--- src/rtl/sys_defs.sv ---
// Shared definitions for the branch tag allocator: tag mask type and FSM states.
package sys_defs;

    localparam int B_MASK_WIDTH = 4;

    typedef logic [B_MASK_WIDTH-1:0] B_MASK;

    typedef enum logic {
        BT_RUN     = 1'b0,
        BT_RECOVER = 1'b1
    } BTAG_STATE_E;

endpackage

--- src/rtl/btag_pick_lowest.sv ---
// Combinational one-hot picker: returns the lowest set bit of the available mask (0 if none).
module btag_pick_lowest #(
    parameter int W = 4
) (
    input  logic [W-1:0] avail_i,
    output logic [W-1:0] pick_o
);

    // Two's-complement trick isolates the least significant set bit.
    assign pick_o = avail_i & (~avail_i + W'(1));

endmodule

--- src/rtl/branch_tag_allocator.sv ---
// Branch tag allocator: grants one-hot branch-mask tags to dispatch (lowest free index first),
// frees them on resolve, and squashes dependent tags plus stalls dispatch on a mispredict.
// Optional feature macro BTAG_PERF_EN adds saturating performance counters as output ports.
module branch_tag_allocator #(
    parameter int B_MASK_WIDTH   = sys_defs::B_MASK_WIDTH,
    parameter int DISPATCH_WIDTH = 2,
    parameter int RECOVER_CYCLES = 1
) (
    input  logic                                        clock,
    input  logic                                        reset,
    input  logic [$clog2(DISPATCH_WIDTH+1)-1:0]         disp_req_cnt,
    output logic [$clog2(DISPATCH_WIDTH+1)-1:0]         disp_grant_cnt,
    output logic [DISPATCH_WIDTH-1:0][B_MASK_WIDTH-1:0] disp_tags,
    output logic [DISPATCH_WIDTH-1:0][B_MASK_WIDTH-1:0] disp_dep_masks,
    output logic [B_MASK_WIDTH-1:0]                     cur_b_mask,
    input  logic                                        resolve_valid,
    input  logic [B_MASK_WIDTH-1:0]                     resolve_tag,
    input  logic                                        resolve_mispred,
    output logic [B_MASK_WIDTH-1:0]                     b_mm_out,
    output logic [B_MASK_WIDTH-1:0]                     squash_mask,
    output logic                                        restore_valid,
    output logic                                        recovering,
    output logic [$clog2(B_MASK_WIDTH+1)-1:0]           free_count
`ifdef BTAG_PERF_EN
    ,
    output logic [31:0]                                 perf_allocs,
    output logic [31:0]                                 perf_mispreds,
    output logic [31:0]                                 perf_stall_cycles
`endif
);

    import sys_defs::*;

    localparam int GW = $clog2(DISPATCH_WIDTH + 1);
    localparam int FW = $clog2(B_MASK_WIDTH + 1);
    localparam int CW = (RECOVER_CYCLES > 1) ? $clog2(RECOVER_CYCLES) : 1;

    logic [B_MASK_WIDTH-1:0]                     live_q, live_d;
    logic [B_MASK_WIDTH-1:0][B_MASK_WIDTH-1:0]   dep_q, dep_d;
    logic [B_MASK_WIDTH-1:0]                     squash_q, squash_d;
    logic                                        restore_q, restore_d;
    BTAG_STATE_E                                 state_q, state_d;
    logic [CW-1:0]                               cnt_q, cnt_d;
    logic [FW-1:0]                               free_q, free_d;

    logic                                        res_onehot, res_hit, mispred_hit, stall;
    logic [B_MASK_WIDTH-1:0]                     kill, granted_all;
    logic [DISPATCH_WIDTH-1:0][B_MASK_WIDTH-1:0] avail, pick;

    function automatic logic [FW-1:0] popcnt(input logic [B_MASK_WIDTH-1:0] v);
        logic [FW-1:0] n;
        n = '0;
        for (int i = 0; i < B_MASK_WIDTH; i++) n = n + FW'(v[i]);
        return n;
    endfunction

    // A resolve only counts if it names exactly one tag that is currently allocated.
    assign res_onehot  = (resolve_tag != '0) && ((resolve_tag & (resolve_tag - B_MASK_WIDTH'(1))) == '0);
    assign res_hit     = resolve_valid && res_onehot && ((resolve_tag & live_q) != '0);
    assign mispred_hit = res_hit && resolve_mispred;
    assign stall       = mispred_hit || (state_q == BT_RECOVER);
    assign b_mm_out    = res_hit ? resolve_tag : '0;
    assign cur_b_mask  = live_q & ~b_mm_out;

    // Freed-this-cycle tags stay excluded: only tags free in registered state are offered.
    assign avail[0] = ~live_q;
    for (genvar k = 0; k < DISPATCH_WIDTH; k++) begin : g_pick
        btag_pick_lowest #(.W(B_MASK_WIDTH)) u_pick (
            .avail_i (avail[k]),
            .pick_o  (pick[k])
        );
        if (k + 1 < DISPATCH_WIDTH) begin : g_chain
            assign avail[k+1] = avail[k] & ~pick[k];
        end
    end

    // Grant slots in order; each slot depends on live tags plus older same-cycle grants.
    always_comb begin
        disp_grant_cnt = '0;
        disp_tags      = '0;
        disp_dep_masks = '0;
        granted_all    = '0;
        for (int k = 0; k < DISPATCH_WIDTH; k++) begin
            disp_dep_masks[k] = cur_b_mask | granted_all;
            if (!stall && (k < int'(disp_req_cnt)) && (pick[k] != '0)) begin
                disp_tags[k]   = pick[k];
                granted_all    = granted_all | pick[k];
                disp_grant_cnt = disp_grant_cnt + GW'(1);
            end
        end
    end

    // Next-state: allocation, correct-resolve frees, mispredict squash and recovery FSM.
    always_comb begin
        kill      = '0;
        live_d    = live_q | granted_all;
        dep_d     = dep_q;
        squash_d  = '0;
        restore_d = 1'b0;
        state_d   = state_q;
        cnt_d     = cnt_q;

        for (int t = 0; t < B_MASK_WIDTH; t++) begin
            kill[t] = resolve_tag[t] || ((dep_q[t] & resolve_tag) != '0);
            for (int k = 0; k < DISPATCH_WIDTH; k++) begin
                if (disp_tags[k][t]) dep_d[t] = disp_dep_masks[k];
            end
        end

        if (res_hit && !resolve_mispred) begin
            live_d = live_d & ~resolve_tag;
            for (int t = 0; t < B_MASK_WIDTH; t++) dep_d[t] = dep_d[t] & ~resolve_tag;
        end

        if (mispred_hit) begin
            live_d = live_q & ~kill;
            for (int t = 0; t < B_MASK_WIDTH; t++) begin
                dep_d[t] = kill[t] ? '0 : (dep_q[t] & ~kill);
            end
            squash_d  = kill;
            restore_d = 1'b1;
            state_d   = BT_RECOVER;
            cnt_d     = CW'(RECOVER_CYCLES - 1);
        end else if (state_q == BT_RECOVER) begin
            if (cnt_q == '0) state_d = BT_RUN;
            else             cnt_d   = cnt_q - CW'(1);
        end

        free_d = popcnt(~live_d);
    end

    // State register; reset clears everything immediately, with no restore pulse.
    always_ff @(posedge clock or negedge reset) begin
        if (!reset) begin
            live_q    <= '0;
            dep_q     <= '0;
            squash_q  <= '0;
            restore_q <= 1'b0;
            state_q   <= BT_RUN;
            cnt_q     <= '0;
            free_q    <= FW'(B_MASK_WIDTH);
        end else begin
            live_q    <= live_d;
            dep_q     <= dep_d;
            squash_q  <= squash_d;
            restore_q <= restore_d;
            state_q   <= state_d;
            cnt_q     <= cnt_d;
            free_q    <= free_d;
        end
    end

    assign squash_mask   = squash_q;
    assign restore_valid = restore_q;
    assign recovering    = (state_q == BT_RECOVER);
    assign free_count    = free_q;

`ifdef BTAG_PERF_EN
    logic [31:0] allocs_q, mispreds_q, stalls_q;

    function automatic logic [31:0] sat_add(input logic [31:0] v, input logic [31:0] inc);
        logic [32:0] s;
        s = {1'b0, v} + {1'b0, inc};
        return s[32] ? '1 : s[31:0];
    endfunction

    // Saturating event counters: tags granted, accepted mispredicts, cycles dispatch was short-changed.
    always_ff @(posedge clock or negedge reset) begin
        if (!reset) begin
            allocs_q   <= '0;
            mispreds_q <= '0;
            stalls_q   <= '0;
        end else begin
            allocs_q   <= sat_add(allocs_q, 32'(disp_grant_cnt));
            mispreds_q <= sat_add(mispreds_q, 32'(mispred_hit));
            stalls_q   <= sat_add(stalls_q, 32'(disp_req_cnt > disp_grant_cnt));
        end
    end

    assign perf_allocs       = allocs_q;
    assign perf_mispreds     = mispreds_q;
    assign perf_stall_cycles = stalls_q;
`endif

endmodule

--- config.mk ---
export PLATFORM = sky130hd
export DESIGN_NAME = branch_tag_allocator
export DESIGN_NICKNAME = d
export VERILOG_FILES = /design/src/rtl/sys_defs.sv /design/src/rtl/btag_pick_lowest.sv /design/src/rtl/branch_tag_allocator.sv
export SDC_FILE = /design/constraint.sdc
export NUM_CORES = 1
export LEC_CHECK = 0
export ABC_AREA = 1
export CAP_MARGIN = 20
export CELL_PAD_IN_SITES_DETAIL_PLACEMENT = 1
export CELL_PAD_IN_SITES_GLOBAL_PLACEMENT = 1
export CORE_UTILIZATION = 40
export DETAILED_ROUTE_END_ITERATION = 8
export DONT_BUFFER_PORTS = 1
export PLACE_DENSITY_LB_ADDON = 0.1
export SYNTH_ARGS = -nofsm -noshare
export SYNTH_HDL_FRONTEND = slang
export SYNTH_SLANG_ARGS = --single-unit
export TNS_END_PERCENT = 10
--- constraint.sdc ---
create_clock -name clock -period 4.15 [get_ports clock]
set_input_delay 1.245 -clock clock [delete_from_list [all_inputs] [get_ports clock]]
set_output_delay 1.245 -clock clock [all_outputs]
set_load 0.05 [all_outputs]
==> summary.txt, run 1 <==
Floorplanning
  – Chip Width: 68.11 um
  – Initial Utilization: 42.77%
  – Chip Height: 68.11 um
  – Row cnt: 23
  – Ports: 45
  – Die area: 4638 um2
  – CORE AREA: 4086 um2

Synthesis
  – Register bit total from synthesis: 24
  – Async S/R FF share, synth: 100.0%
  – Post-synthesis sequential area ratio: 34.43%
  – Yosys cell types: 30
  – Synth Cell Area: 1748 um2
  – Syn nets: 271
  – Number of synthesized flops with an enable pin: 0
  – Ys Warns: 0
  – Prevailing post-synth register cell: dfrtp_1
  – Post-Syn Instances: 257
  – Syn_area_per_cell: 6.801 um2

Route
  – DR WL/cell: 17.55 um
  – Via count: 1690
  – DR DRC count: 0
  – Antenna viol nets, final: 0
  – Vias per cell: 5.265
  – Final WL: 5633 um
  – DR iter-0 viols: 109
  – TritonRoute pass-1 iters: 4

Placement
  – Hpwl dp: 4603 um
  – Gpl congestion: 0.8928
  – IO buf count: 0
  – Dpl cells: 317

Worst hold path
  – Hold path cells: 2
  – Hold crit path type: reg -> reg
  – Hold Path Origin: dep_q[11]$_DFF_PN0_
  – Worst Hold Path EP: dep_q[11]$_DFF_PN0_

Outcome
  – Status: completed

Setup path
  – R2r startpoint: live_q[3]$_DFF_PN0_
  – Reg2Reg Depth: 13
  – Setup crit start kind: input pin
  – Critical path, cell by cell: inv_1, nand2_1, nand2_1, nand2_2, nor2_4, nand3_4, nand4_2, inv_1, ha_1, buf_4
  – CP max stage delay: 280 ps
  – R2R Setup Slk: 1190 ps
  – CP max-delay cell: ha_1
  – Critical Path RT: 2900 ps
  – CP Data Arrival Time: 2620 ps
  – Worst r2r dst: free_count[1]$_DFF_PN0_
  – Crit Path Class: in -> out
  – CP Max Fanout: 14
  – Worst Setup End Kind: output port

STA
  – Final Hold Viols: 0
  – Setup TNS: 0 ps
  – Least-Margin Pin Slew: 858.7 ps
  – Fin crit share: 93.22%
  – Peak Freq: 258.5 MHz
  – Final Slew Violations: 0
  – Post-layout min period: 3868 ps
  – Slew headroom: 42.69%
  – Clk_skew: 3.858 ps
  – Final setup viols: 0
  – Unrepaired setup endpoints after global routing: no

Clock tree
  – H-tree levels: 1
  – CTS tree: built
  – CTS clk-pin slew, worst paths: 90 ps
  – Worst skew pair latency: 280 ps
  – Num Clock Sinks: 24
  – Cts hold-fix bufs: 0
  – TritonCTS buffer count: 3
  – CTS root buf: clkbuf_8
  – CTS max path bufs: 2
  – Setup bufs post-CTS: 0
  – Post-CTS Resized: 0

Finish
  – Filler cell count: 552
  – ANT cells: 0
  – Layout cells sized above 1: 16.97%
  – Layout overhead on the synthesized area: 10.95%
  – Non-Filler Instances: 321
  – Nets: 286

GRT
  – First-pass GRT wire length: 8901 um
  – Gr ovfl total: 0
  – Gr usage total: 27.09%
  – Antenna violations before repair: 0
  – Vias in the first global route: 1649
  – Largest net degree at the start of global routing: 25

Power
  – PwrDens: 739.3 nW/um2
  – LEAKAGE: 1.183 nW
  – Peak supply drop: 0.0003013 V

Job
  – Max Cap Viol: 0
## registers in the layout, summed over array words and instances (netlist names)
name	flops
restore_valid	1
squash_mask	4
dep_q	12
free_count	3
live_q	4
## synthesized netlist by cell type, types with 3 or more instances
master | n | area [um2]
o21ai_0 | 9 | 45.04
nand4_2 | 4 | 50.05
nand3_1 | 21 | 105.1
ha_1 | 3 | 37.54
dfrtp_1 | 23 | 575.6
nand2_2 | 3 | 18.77
nor2_1 | 18 | 67.56
inv_2 | 5 | 18.77
nand2_1 | 91 | 341.6
buf_4 | 6 | 45.04
a21oi_1 | 5 | 25.02
nor2_4 | 4 | 45.04
inv_1 | 44 | 165.2
## worst max-delay path by stage
stage	startpoint	to	slack [ps]	depth (start not counted)
floorplan	resolve_tag[1]	disp_dep_masks[3]	50	11
global placement	resolve_tag[1]	disp_grant_cnt[0]	310	10
detailed placement	resolve_tag[1]	disp_grant_cnt[0]	310	10
CTS	resolve_tag[1]	disp_grant_cnt[0]	280	10
global route	resolve_tag[1]	disp_grant_cnt[0]	170	10
finish	resolve_tag[1]	disp_grant_cnt[0]	280	10
## logic make-up (layout without fill, tap and decap cells)
kind of cell             Yosys count  in the layout  share of synthesized area (%)
adder cells (fa/ha/maj)            4              4                          3.293
other                              1              1                         0.2145
flip-flops                        24             24                          34.43
AND/OR/NAND/NOR                  150            150                          41.09
buffers and inverters             56             70                          13.74
AO/OA/AOI/OAI                     22             22                          7.230
## cell usage in the layout (no fill, tap or decap), types with 2 or more instances in the layout
| cell type | n |
|---|---|
| a221oi_1 | 2 |
| a21oi_1 | 5 |
| o21ai_0 | 9 |
| ha_1 | 3 |
| inv_2 | 5 |
| nor2_2 | 3 |
| a31oi_1 | 2 |
| nand3_1 | 21 |
| nand3_2 | 2 |
| nand4_2 | 4 |
| nor2_4 | 4 |
| nand2_2 | 3 |
| inv_1 | 44 |
| nand2_1 | 91 |
| dfrtp_1 | 23 |
| nor2_1 | 17 |
| buf_4 | 17 |
| clkbuf_8 | 4 |
## metal layers
| layer | vias to the layer above | GRT usage, % | wire length (um) |
|---|---|---|---|
| met1 | 812 | 35.87 | 2558 |
| met3 | 9 | 4.333 | 324 |
| met5 | - | 0 | 0 |
| li1 | 816 | - | - |
| met2 | 53 | 44.61 | 2650 |
| met4 | 0 | 8.594 | 100 |
## per-stage QoR
stage               setup slack (ps)  power, mW  util (%)  cell area (um2)  hold slack (ps)
floorplan                      54.29      1.078         -             1750            448.8
global placement               307.6      1.251     46.11             1884            467.3
detailed placement             308.3      1.267     46.11             1884            487.1
CTS                            281.5      1.436     47.46             1939            510.6
global route                   171.8      1.544     47.46             1939            545.2
finish                         281.5      1.434     47.46             1939            512.9
## where the power goes
| part | switching [mW] | internal (mW) | total, mW |
|---|---|---|---|
| sequential | 0.117 | 0.319 | 0.436 |
| clock | 0.0834 | 0.0850 | 0.168 |
| combinational | 0.613 | 0.216 | 0.829 |
| total | 0.814 | 0.620 | 1.43 |
## critical path, delay by kind of cell
family	cells	cell delay, ps
buffers and inverters	3	350
adders and majority gates	1	280
and+or+nand+nor	6	760
## area by class of cell
type / instances / area, um2 / area share, %
clock buffers: 4 / 55.05 / 2.839
inverters: 49 / 183.9 / 9.484
multi-input cells: 177 / 908.4 / 46.84
flip-flops and latches: 24 / 601.8 / 31.03
well taps: 50 / 62.56 / 3.226
repair buffers: 17 / 127.6 / 6.581
Note: power is estimated with default switching activity, not from simulation.
==> inputs of run 2 (changes only) <==
--- a/config.mk
+++ b/config.mk
@@ -6,6 +6,7 @@
 export NUM_CORES = 1
 export LEC_CHECK = 0
 export ABC_AREA = 1
+export ABC_CLOCK_PERIOD_IN_PS = 4150
 export CAP_MARGIN = 20
 export CELL_PAD_IN_SITES_DETAIL_PLACEMENT = 1
 export CELL_PAD_IN_SITES_GLOBAL_PLACEMENT = 1
==> results of run 2 <==
No change in the layout: final DEF, timing and power equal those of run 1.
==> inputs of run 3 (changes only) <==
--- a/config.mk
+++ b/config.mk
@@ -11,6 +11,7 @@
 export CELL_PAD_IN_SITES_DETAIL_PLACEMENT = 1
 export CELL_PAD_IN_SITES_GLOBAL_PLACEMENT = 1
 export CORE_UTILIZATION = 40
+export CTS_CLUSTER_DIAMETER = 30
 export DETAILED_ROUTE_END_ITERATION = 8
 export DONT_BUFFER_PORTS = 1
 export PLACE_DENSITY_LB_ADDON = 0.1
==> results of run 3 <==
No change in the layout: final DEF, timing and power equal those of run 1.
